<file path="src/rtl/uart_tx_scheduler.sv">
// Round-robin scheduler that shares one UART transmitter among NUM_REQ requesters.
// Each grant sends a two-byte frame (command byte, then data byte) with a per-byte timeout.
module uart_tx_scheduler #(
  parameter int NUM_REQ        = 4,
  parameter int TIMEOUT_CYCLES = 4096
) (
  input  logic                 clock,
  input  logic                 reset,
  input  logic [NUM_REQ-1:0]   req,
  input  logic [NUM_REQ*8-1:0] req_cmd,
  input  logic [NUM_REQ*8-1:0] req_data,
  output logic [NUM_REQ-1:0]   grant,
  output logic [NUM_REQ-1:0]   done,
  output logic                 timeout_err,
  output logic                 busy,
  output logic                 tx_has_data,
  output logic [7:0]           tx_data,
  input  logic                 tx_is_transmitting,
  input  logic                 tx_transmission_done
);

  localparam int IDX_W = $clog2(NUM_REQ);
  localparam int CNT_W = $clog2(TIMEOUT_CYCLES);
  localparam logic [CNT_W-1:0] CNT_LAST  = CNT_W'(TIMEOUT_CYCLES - 1);
  localparam logic [IDX_W-1:0] IDX_LAST  = IDX_W'(NUM_REQ - 1);
  localparam logic [IDX_W:0]   NUM_REQ_W = (IDX_W + 1)'(NUM_REQ);

  typedef enum logic [2:0] {
    IDLE, SEND_CMD, WAIT_CMD, SEND_DAT, WAIT_DAT, FINISH
  } state_t;

  state_t           state, state_next;
  logic [IDX_W-1:0] rr_ptr, winner, pick, ptr_after_winner;
  logic [CNT_W-1:0] cnt;
  logic [7:0]       cmd_q, data_q;
  logic [7:0]       cmd_arr  [NUM_REQ];
  logic [7:0]       data_arr [NUM_REQ];
  logic             waiting, timed_out, start;

  // First requester at or after ptr, wrapping modulo NUM_REQ.
  function automatic logic [IDX_W-1:0] rr_pick(input logic [NUM_REQ-1:0] r,
                                               input logic [IDX_W-1:0]   ptr);
    logic [IDX_W:0]   sum;
    logic [IDX_W-1:0] idx, sel;
    logic             found;
    sel   = ptr;
    found = 1'b0;
    for (int i = 0; i < NUM_REQ; i++) begin
      sum = {1'b0, ptr} + (IDX_W + 1)'(i);
      if (sum >= NUM_REQ_W) sum = sum - NUM_REQ_W;
      idx = sum[IDX_W-1:0];
      if (!found && r[idx]) begin
        found = 1'b1;
        sel   = idx;
      end
    end
    return sel;
  endfunction

  always_comb begin
    for (int i = 0; i < NUM_REQ; i++) begin
      cmd_arr[i]  = req_cmd[8*i +: 8];
      data_arr[i] = req_data[8*i +: 8];
    end
  end

  assign pick             = rr_pick(req, rr_ptr);
  assign ptr_after_winner = (winner == IDX_LAST) ? '0 : winner + 1'b1;
  assign waiting          = (state == WAIT_CMD) || (state == WAIT_DAT);
  // A done arriving on the last allowed cycle still completes the byte.
  assign timed_out        = waiting && !tx_transmission_done && (cnt == CNT_LAST);

  // NOTE: sequential state uses non-blocking assignments so every register samples pre-edge values.
  always_ff @(posedge clock or posedge reset) begin
    if (reset) state <= IDLE;
    else       state <= state_next;
  end

  always_comb begin
    // NOTE: every output gets a default first so no path through the case can infer a latch.
    state_next  = state;
    busy        = (state != IDLE);
    tx_has_data = 1'b0;
    tx_data     = '0;
    done        = '0;
    timeout_err = timed_out;
    start       = 1'b0;
    unique case (state)
      IDLE: begin
        if (req != '0 && !tx_is_transmitting) begin
          state_next = SEND_CMD;
          start      = 1'b1;
        end
      end
      SEND_CMD: begin
        tx_has_data = 1'b1;
        tx_data     = cmd_q;
        state_next  = WAIT_CMD;
      end
      WAIT_CMD: begin
        tx_data = cmd_q;
        if (tx_transmission_done) state_next = SEND_DAT;
        else if (timed_out)       state_next = IDLE;
      end
      SEND_DAT: begin
        tx_has_data = 1'b1;
        tx_data     = data_q;
        state_next  = WAIT_DAT;
      end
      WAIT_DAT: begin
        tx_data = data_q;
        if (tx_transmission_done) state_next = FINISH;
        else if (timed_out)       state_next = IDLE;
      end
      FINISH: begin
        done       = grant;
        state_next = IDLE;
      end
      default: state_next = IDLE;
    endcase
  end

  always_ff @(posedge clock or posedge reset) begin
    if (reset) begin
      // NOTE: the latched byte registers are reset too, so tx_data is a clean 0 out of reset.
      rr_ptr <= '0;
      winner <= '0;
      grant  <= '0;
      cmd_q  <= '0;
      data_q <= '0;
      cnt    <= '0;
    end else begin
      if (start) begin
        winner <= pick;
        grant  <= NUM_REQ'(1) << pick;
        cmd_q  <= cmd_arr[pick];
        data_q <= data_arr[pick];
      end
      if (state == SEND_CMD || state == SEND_DAT) cnt <= '0;
      else if (waiting && !timed_out)             cnt <= cnt + 1'b1;
      // Both frame completion and abort release the grant and move the pointer past the winner.
      if (state == FINISH || timed_out) begin
        grant  <= '0;
        rr_ptr <= ptr_after_winner;
      end
    end
  end

endmodule
</file>
<file path="config.mk">
export PLATFORM = sky130hd
export DESIGN_NAME = uart_tx_scheduler
export DESIGN_NICKNAME = d
export VERILOG_FILES = /design/src/rtl/uart_tx_scheduler.sv
export SDC_FILE = /design/constraint.sdc
export NUM_CORES = 1
export LEC_CHECK = 0
export ABC_CLOCK_PERIOD_IN_PS = 2100
export CAP_MARGIN = 20
export CORE_ASPECT_RATIO = 1.25
export CORE_UTILIZATION = 35
export CTS_CLUSTER_DIAMETER = 40
export DETAILED_ROUTE_END_ITERATION = 8
export GPL_ROUTABILITY_DRIVEN = 0
export MAX_ROUTING_LAYER = met4
export SLEW_MARGIN = 20
export SYNTH_ARGS = -nofsm -noshare
export SYNTH_HDL_FRONTEND = slang
export SYNTH_SLANG_ARGS = --single-unit
</file>
<file path="constraint.sdc">
create_clock -name clock -period 2.1 [get_ports clock]
set_clock_uncertainty 0.05 [all_clocks]
set_input_delay 0.315 -clock clock [delete_from_list [all_inputs] [get_ports clock]]
set_output_delay 0.315 -clock clock [all_outputs]
set_load 0.03 [all_outputs]
</file>
==> flow_summary.html <==
<table>
<tr><th>Metric</th><th>Value</th></tr>
<tr><th colspan="2">Hold path</th></tr>
<tr><td>Worst min-delay path category</td><td>input pin to async pin</td></tr>
<tr><th colspan="2">STA</th></tr>
<tr><td>Aggregate negative setup slack</td><td>0 ns</td></tr>
<tr><td>Least-Margin Pin Slew</td><td>0.522 ns</td></tr>
<tr><td>Number of endpoints failing setup at the final stage</td><td>0</td></tr>
<tr><td>Achievable Freq</td><td>497 MHz</td></tr>
<tr><td>Period utilisation layout</td><td>0.957</td></tr>
<tr><td>Slew HR</td><td>0.652</td></tr>
<tr><td>Pins over their slew limit</td><td>0</td></tr>
<tr><td>Final period demand of the worst path</td><td>2.01 ns</td></tr>
<tr><td>Hold slack final</td><td>0.414 ns</td></tr>
<tr><td>Number of endpoints with negative hold slack in the final report</td><td>0</td></tr>
<tr><td>Unrepaired setup endpoints after global routing</td><td>false</td></tr>
<tr><th colspan="2">Final layout</th></tr>
<tr><td>Fin util</td><td>0.543</td></tr>
<tr><td>Ant diodes</td><td>0</td></tr>
<tr><td>Net count of the finished layout</td><td>474</td></tr>
<tr><td>Post-synthesis to final-layout area growth</td><td>49.2%</td></tr>
<tr><td>Ratio of cells with drive above 1 in the final layout</td><td>0.233</td></tr>
<tr><td>Final cell area excluding filler cells</td><td>approximately 4000 sq um</td></tr>
<tr><th colspan="2">Clock network</th></tr>
<tr><td>Number of buffers added to fix hold violations after cts</td><td>0</td></tr>
<tr><td>Clock-pin transition on the worst setup and hold timing paths</td><td>approximately 0.080 ns</td></tr>
<tr><td>Clock latency on the worst-skew pair</td><td>0.29 ns</td></tr>
<tr><td>Number of buffers created by CTS</td><td>5</td></tr>
<tr><td>Clock sink total</td><td>39</td></tr>
<tr><td>Root buffer selected by CTS</td><td>sky130_fd_sc_hd__clkbuf_8</td></tr>
<tr><td>Worst-case clock buffer depth</td><td>2</td></tr>
<tr><td>Clock H-tree levels</td><td>2</td></tr>
<tr><td>CTS tree</td><td>done</td></tr>
<tr><th colspan="2">Critical path</th></tr>
<tr><td>Endpoint kind of the worst setup timing path</td><td>output port</td></tr>
<tr><td>Category of the most critical setup path</td><td>register to output port</td></tr>
<tr><td>Slowest-stage cell, CP</td><td>sky130_fd_sc_hd__dfrtp_2</td></tr>
<tr><td>Max incr delay on CP</td><td>0.42 ns</td></tr>
<tr><td>Maximum fanout count along the critical path</td><td>8</td></tr>
<tr><td>Arrival @ worst endpoint</td><td>about 1.7 ns</td></tr>
<tr><td>Cells traversed along the worst timing path</td><td>buf_6 &gt; mux2_2 &gt; a22oi_1 &gt; o21ai_0 &gt; buf_4</td></tr>
<tr><td>Bufs and invs on worst path</td><td>2</td></tr>
<tr><td>Reg-to-reg slack, setup</td><td>0.16 ns</td></tr>
<tr><td>Crit path required time</td><td>1.74 ns</td></tr>
<tr><td>Category of cells accounting for the largest share of critical-path delay</td><td>flip-flops</td></tr>
<tr><td>Nature of the critical path startpoint</td><td>register</td></tr>
<tr><th colspan="2">Flow run</th></tr>
<tr><td>MaxCap Viol Count</td><td>0</td></tr>
<tr><th colspan="2">Logic synthesis</th></tr>
<tr><td>Cell area after synthesis</td><td>2690 sq um</td></tr>
<tr><td>Post-synthesis cell type count</td><td>50</td></tr>
<tr><td>Post-synth ARST share</td><td>1.00</td></tr>
<tr><td>Post-synth net total</td><td>352</td></tr>
<tr><td>Mean post-synth cell area</td><td>9.68 sq um</td></tr>
<tr><td>Number of enable flip-flop cells after synthesis</td><td>0</td></tr>
<tr><td>Number of flip-flops and latches in the synthesized netlist</td><td>39</td></tr>
<tr><td>Number of cells produced by synthesis</td><td>278</td></tr>
<tr><td>Yosys synthesis warning count</td><td>0</td></tr>
<tr><td>Most common flop cell mapped by yosys</td><td>sky130_fd_sc_hd__dfrtp_1</td></tr>
<tr><td>Fraction of the yosys area taken by sequential cells</td><td>0.363</td></tr>
<tr><th colspan="2">Routing</th></tr>
<tr><td>1st-iter DRT viols</td><td>121</td></tr>
<tr><td>DRC violation count after routing</td><td>0</td></tr>
<tr><td>Router iterations before antenna repair</td><td>4</td></tr>
<tr><td>Number of vias in the routed layout</td><td>2555</td></tr>
<tr><td>Number of nets with antenna violations after routing</td><td>0</td></tr>
<tr><td>Via density per instance</td><td>5.20</td></tr>
<tr><td>Mean routed wirelength per cell</td><td>15.2 um</td></tr>
<tr><td>Routed WL</td><td>~7500 um</td></tr>
<tr><th colspan="2">Placed design</th></tr>
<tr><td>Dpl hpwl</td><td>5580 um</td></tr>
<tr><td>IO buf count</td><td>90</td></tr>
<tr><td>Area post-placement</td><td>~3900 sq um</td></tr>
<tr><th colspan="2">Global routing</th></tr>
<tr><td>Global route overflow</td><td>0</td></tr>
<tr><td>Global-route wire length before repair</td><td>12000 um</td></tr>
<tr><td>Largest net degree at the start of global routing</td><td>40</td></tr>
<tr><td>Overall routing resource usage</td><td>0.197</td></tr>
<tr><td>Via count of the first global-routing pass</td><td>approximately 2600</td></tr>
<tr><td>Number of antenna violations at the first check in global routing</td><td>0</td></tr>
<tr><th colspan="2">Floorplan</th></tr>
<tr><td>Num rows</td><td>35</td></tr>
<tr><td>Area of the core</td><td>7400 sq um</td></tr>
<tr><td>Horizontal die dimension</td><td>80.4 um</td></tr>
<tr><td>Die Y-Extent</td><td>100 um</td></tr>
<tr><td>Top-level I/O count</td><td>91</td></tr>
<tr><td>Total Die Area</td><td>~8000 sq um</td></tr>
<tr><td>Initial Utilization</td><td>0.364</td></tr>
<tr><th colspan="2">Run status</th></tr>
<tr><td>Status</td><td>finished clean</td></tr>
<tr><th colspan="2">Power</th></tr>
<tr><td>Leakage power of the design</td><td>1.72 nW</td></tr>
<tr><td>Power density cells</td><td>approximately 1200 nW/um^2</td></tr>
<tr><td>IR Drop Worst-Case VDD</td><td>0.634 mV</td></tr>
</table>
flip-flops by register name (all words and copies together), names as in the netlist:
signal  cells
state       3
cmd_q       8
data_q      8
grant       4
rr_ptr      2
winner      2
cnt        12
timing repair:
| item | in CTS | in global routing |
|---|---|---|
| gates resized for setup | 2 | 6 |
| buffers inserted | 2 | 2 |
| pin swaps | 0 | 1 |
| setup endpoints to repair | 9 | 9 |
area by class of cell:
type,instances,area (sq um)
clock buffer,6,72.6
sequential,39,980
fill,694,3390
inverter,7,26.3
multi-input combinational,217,1580
tap,92,115
timing repair buffer,130,1240
tightest hold or removal path, cell delays in order:
cell and delay, ns:
sky130_fd_sc_hd__clkdlybuf4s50_1 0.40, sky130_fd_sc_hd__inv_1 0.05, sky130_fd_sc_hd__buf_4 0.43
per-stage QoR:
step	setup slack, ns	std cells	power [mW]
detailed placement	-0.211	481	4.20
finish	0.0893	491	4.75
global route	0.000339	491	5.08
floorplan	0.0274	278	3.13
global placement	-0.147	481	4.13
CTS	0.0160	489	4.74
routing by layer:
metal / GRT usage / wire (um) / share of wire
met1: 0.240 / 3330 / 0.45
met2: 0.335 / 3760 / 0.50
met3: 0.0291 / 276 / 0.037
met4: 0.0549 / 97 / 0.013
met5: - / 0 / 0
power by group:
group	internal (mW)	total, mW	switching (mW)
combinational	1.42	3.00	1.58
clock	0.222	0.480	0.258
sequential	1.02	1.27	0.246
total	2.66	4.75	2.09
path summary, 6_finish.rpt:
path,start,endpoint,cells past startpoint
min in group clock,winner[1],winner[1],2
worst min register to register,winner[1],winner[1],2
worst max register to register,state[0],data_q[1],6
max in group asynchronous,reset,state[1],3
worst max-delay path,state[1],tx_data[1],5
worst min-delay path,reset,data_q[4],3
logic make-up (layout without fill, tap and decap cells):
kind of cell | after synthesis | after routing | share of synthesized area
compound gates | 59 | 59 | 0.185
xor+xnor | 9 | 9 | 0.0293
fa+ha+maj | 2 | 2 | 0.00930
buf+inv | 22 | 143 | 0.0581
flops | 39 | 39 | 0.363
mux | 40 | 40 | 0.153
simple gates | 107 | 107 | 0.202
synthesized netlist by cell type, types with 5 or more instances:
master	instances	area (sq um)
sky130_fd_sc_hd__mux2_2	8	90.1
sky130_fd_sc_hd__nand3_1	12	60.1
sky130_fd_sc_hd__and2_1	6	37.5
sky130_fd_sc_hd__nor4_1	6	37.5
sky130_fd_sc_hd__a31oi_1	5	31.3
sky130_fd_sc_hd__mux2i_1	31	310
sky130_fd_sc_hd__a21oi_1	5	25.0
sky130_fd_sc_hd__clkbuf_1	5	18.8
sky130_fd_sc_hd__xnor2_1	8	70.1
sky130_fd_sc_hd__nand2_1	42	158
sky130_fd_sc_hd__inv_1	7	26.3
sky130_fd_sc_hd__dfrtp_1	39	976
sky130_fd_sc_hd__nor2_1	15	56.3
sky130_fd_sc_hd__o21ai_0	13	65.1
sky130_fd_sc_hd__o221ai_2	10	150
sky130_fd_sc_hd__a22oi_1	9	67.6
placed cells by master (no fill, tap or decap), types with 2 or more instances in the layout:
cell,n
sky130_fd_sc_hd__xnor2_1,8
sky130_fd_sc_hd__dfrtp_1,36
sky130_fd_sc_hd__nor2b_1,4
sky130_fd_sc_hd__ha_1,2
sky130_fd_sc_hd__a21boi_0,3
sky130_fd_sc_hd__o221ai_1,4
sky130_fd_sc_hd__clkbuf_8,5
sky130_fd_sc_hd__a31oi_1,5
sky130_fd_sc_hd__buf_12,6
sky130_fd_sc_hd__inv_1,7
sky130_fd_sc_hd__nand2b_1,2
sky130_fd_sc_hd__mux2i_1,31
sky130_fd_sc_hd__nand2_2,2
sky130_fd_sc_hd__nand4_1,2
sky130_fd_sc_hd__mux2_2,8
sky130_fd_sc_hd__and2_1,6
sky130_fd_sc_hd__o221ai_2,10
sky130_fd_sc_hd__o21ai_0,11
sky130_fd_sc_hd__clkdlybuf4s50_1,75
sky130_fd_sc_hd__nor3_2,3
sky130_fd_sc_hd__nand3_1,12
sky130_fd_sc_hd__nor4_1,5
sky130_fd_sc_hd__nand2_1,42
sky130_fd_sc_hd__a22oi_1,9
sky130_fd_sc_hd__nor2_1,15
sky130_fd_sc_hd__buf_4,48
sky130_fd_sc_hd__o21ai_1,3
sky130_fd_sc_hd__o31ai_1,4
sky130_fd_sc_hd__nand3b_1,2
sky130_fd_sc_hd__a21oi_1,5
sky130_fd_sc_hd__dfrtp_2,3
No activity file was read; power rests on OpenSTA's default activity.
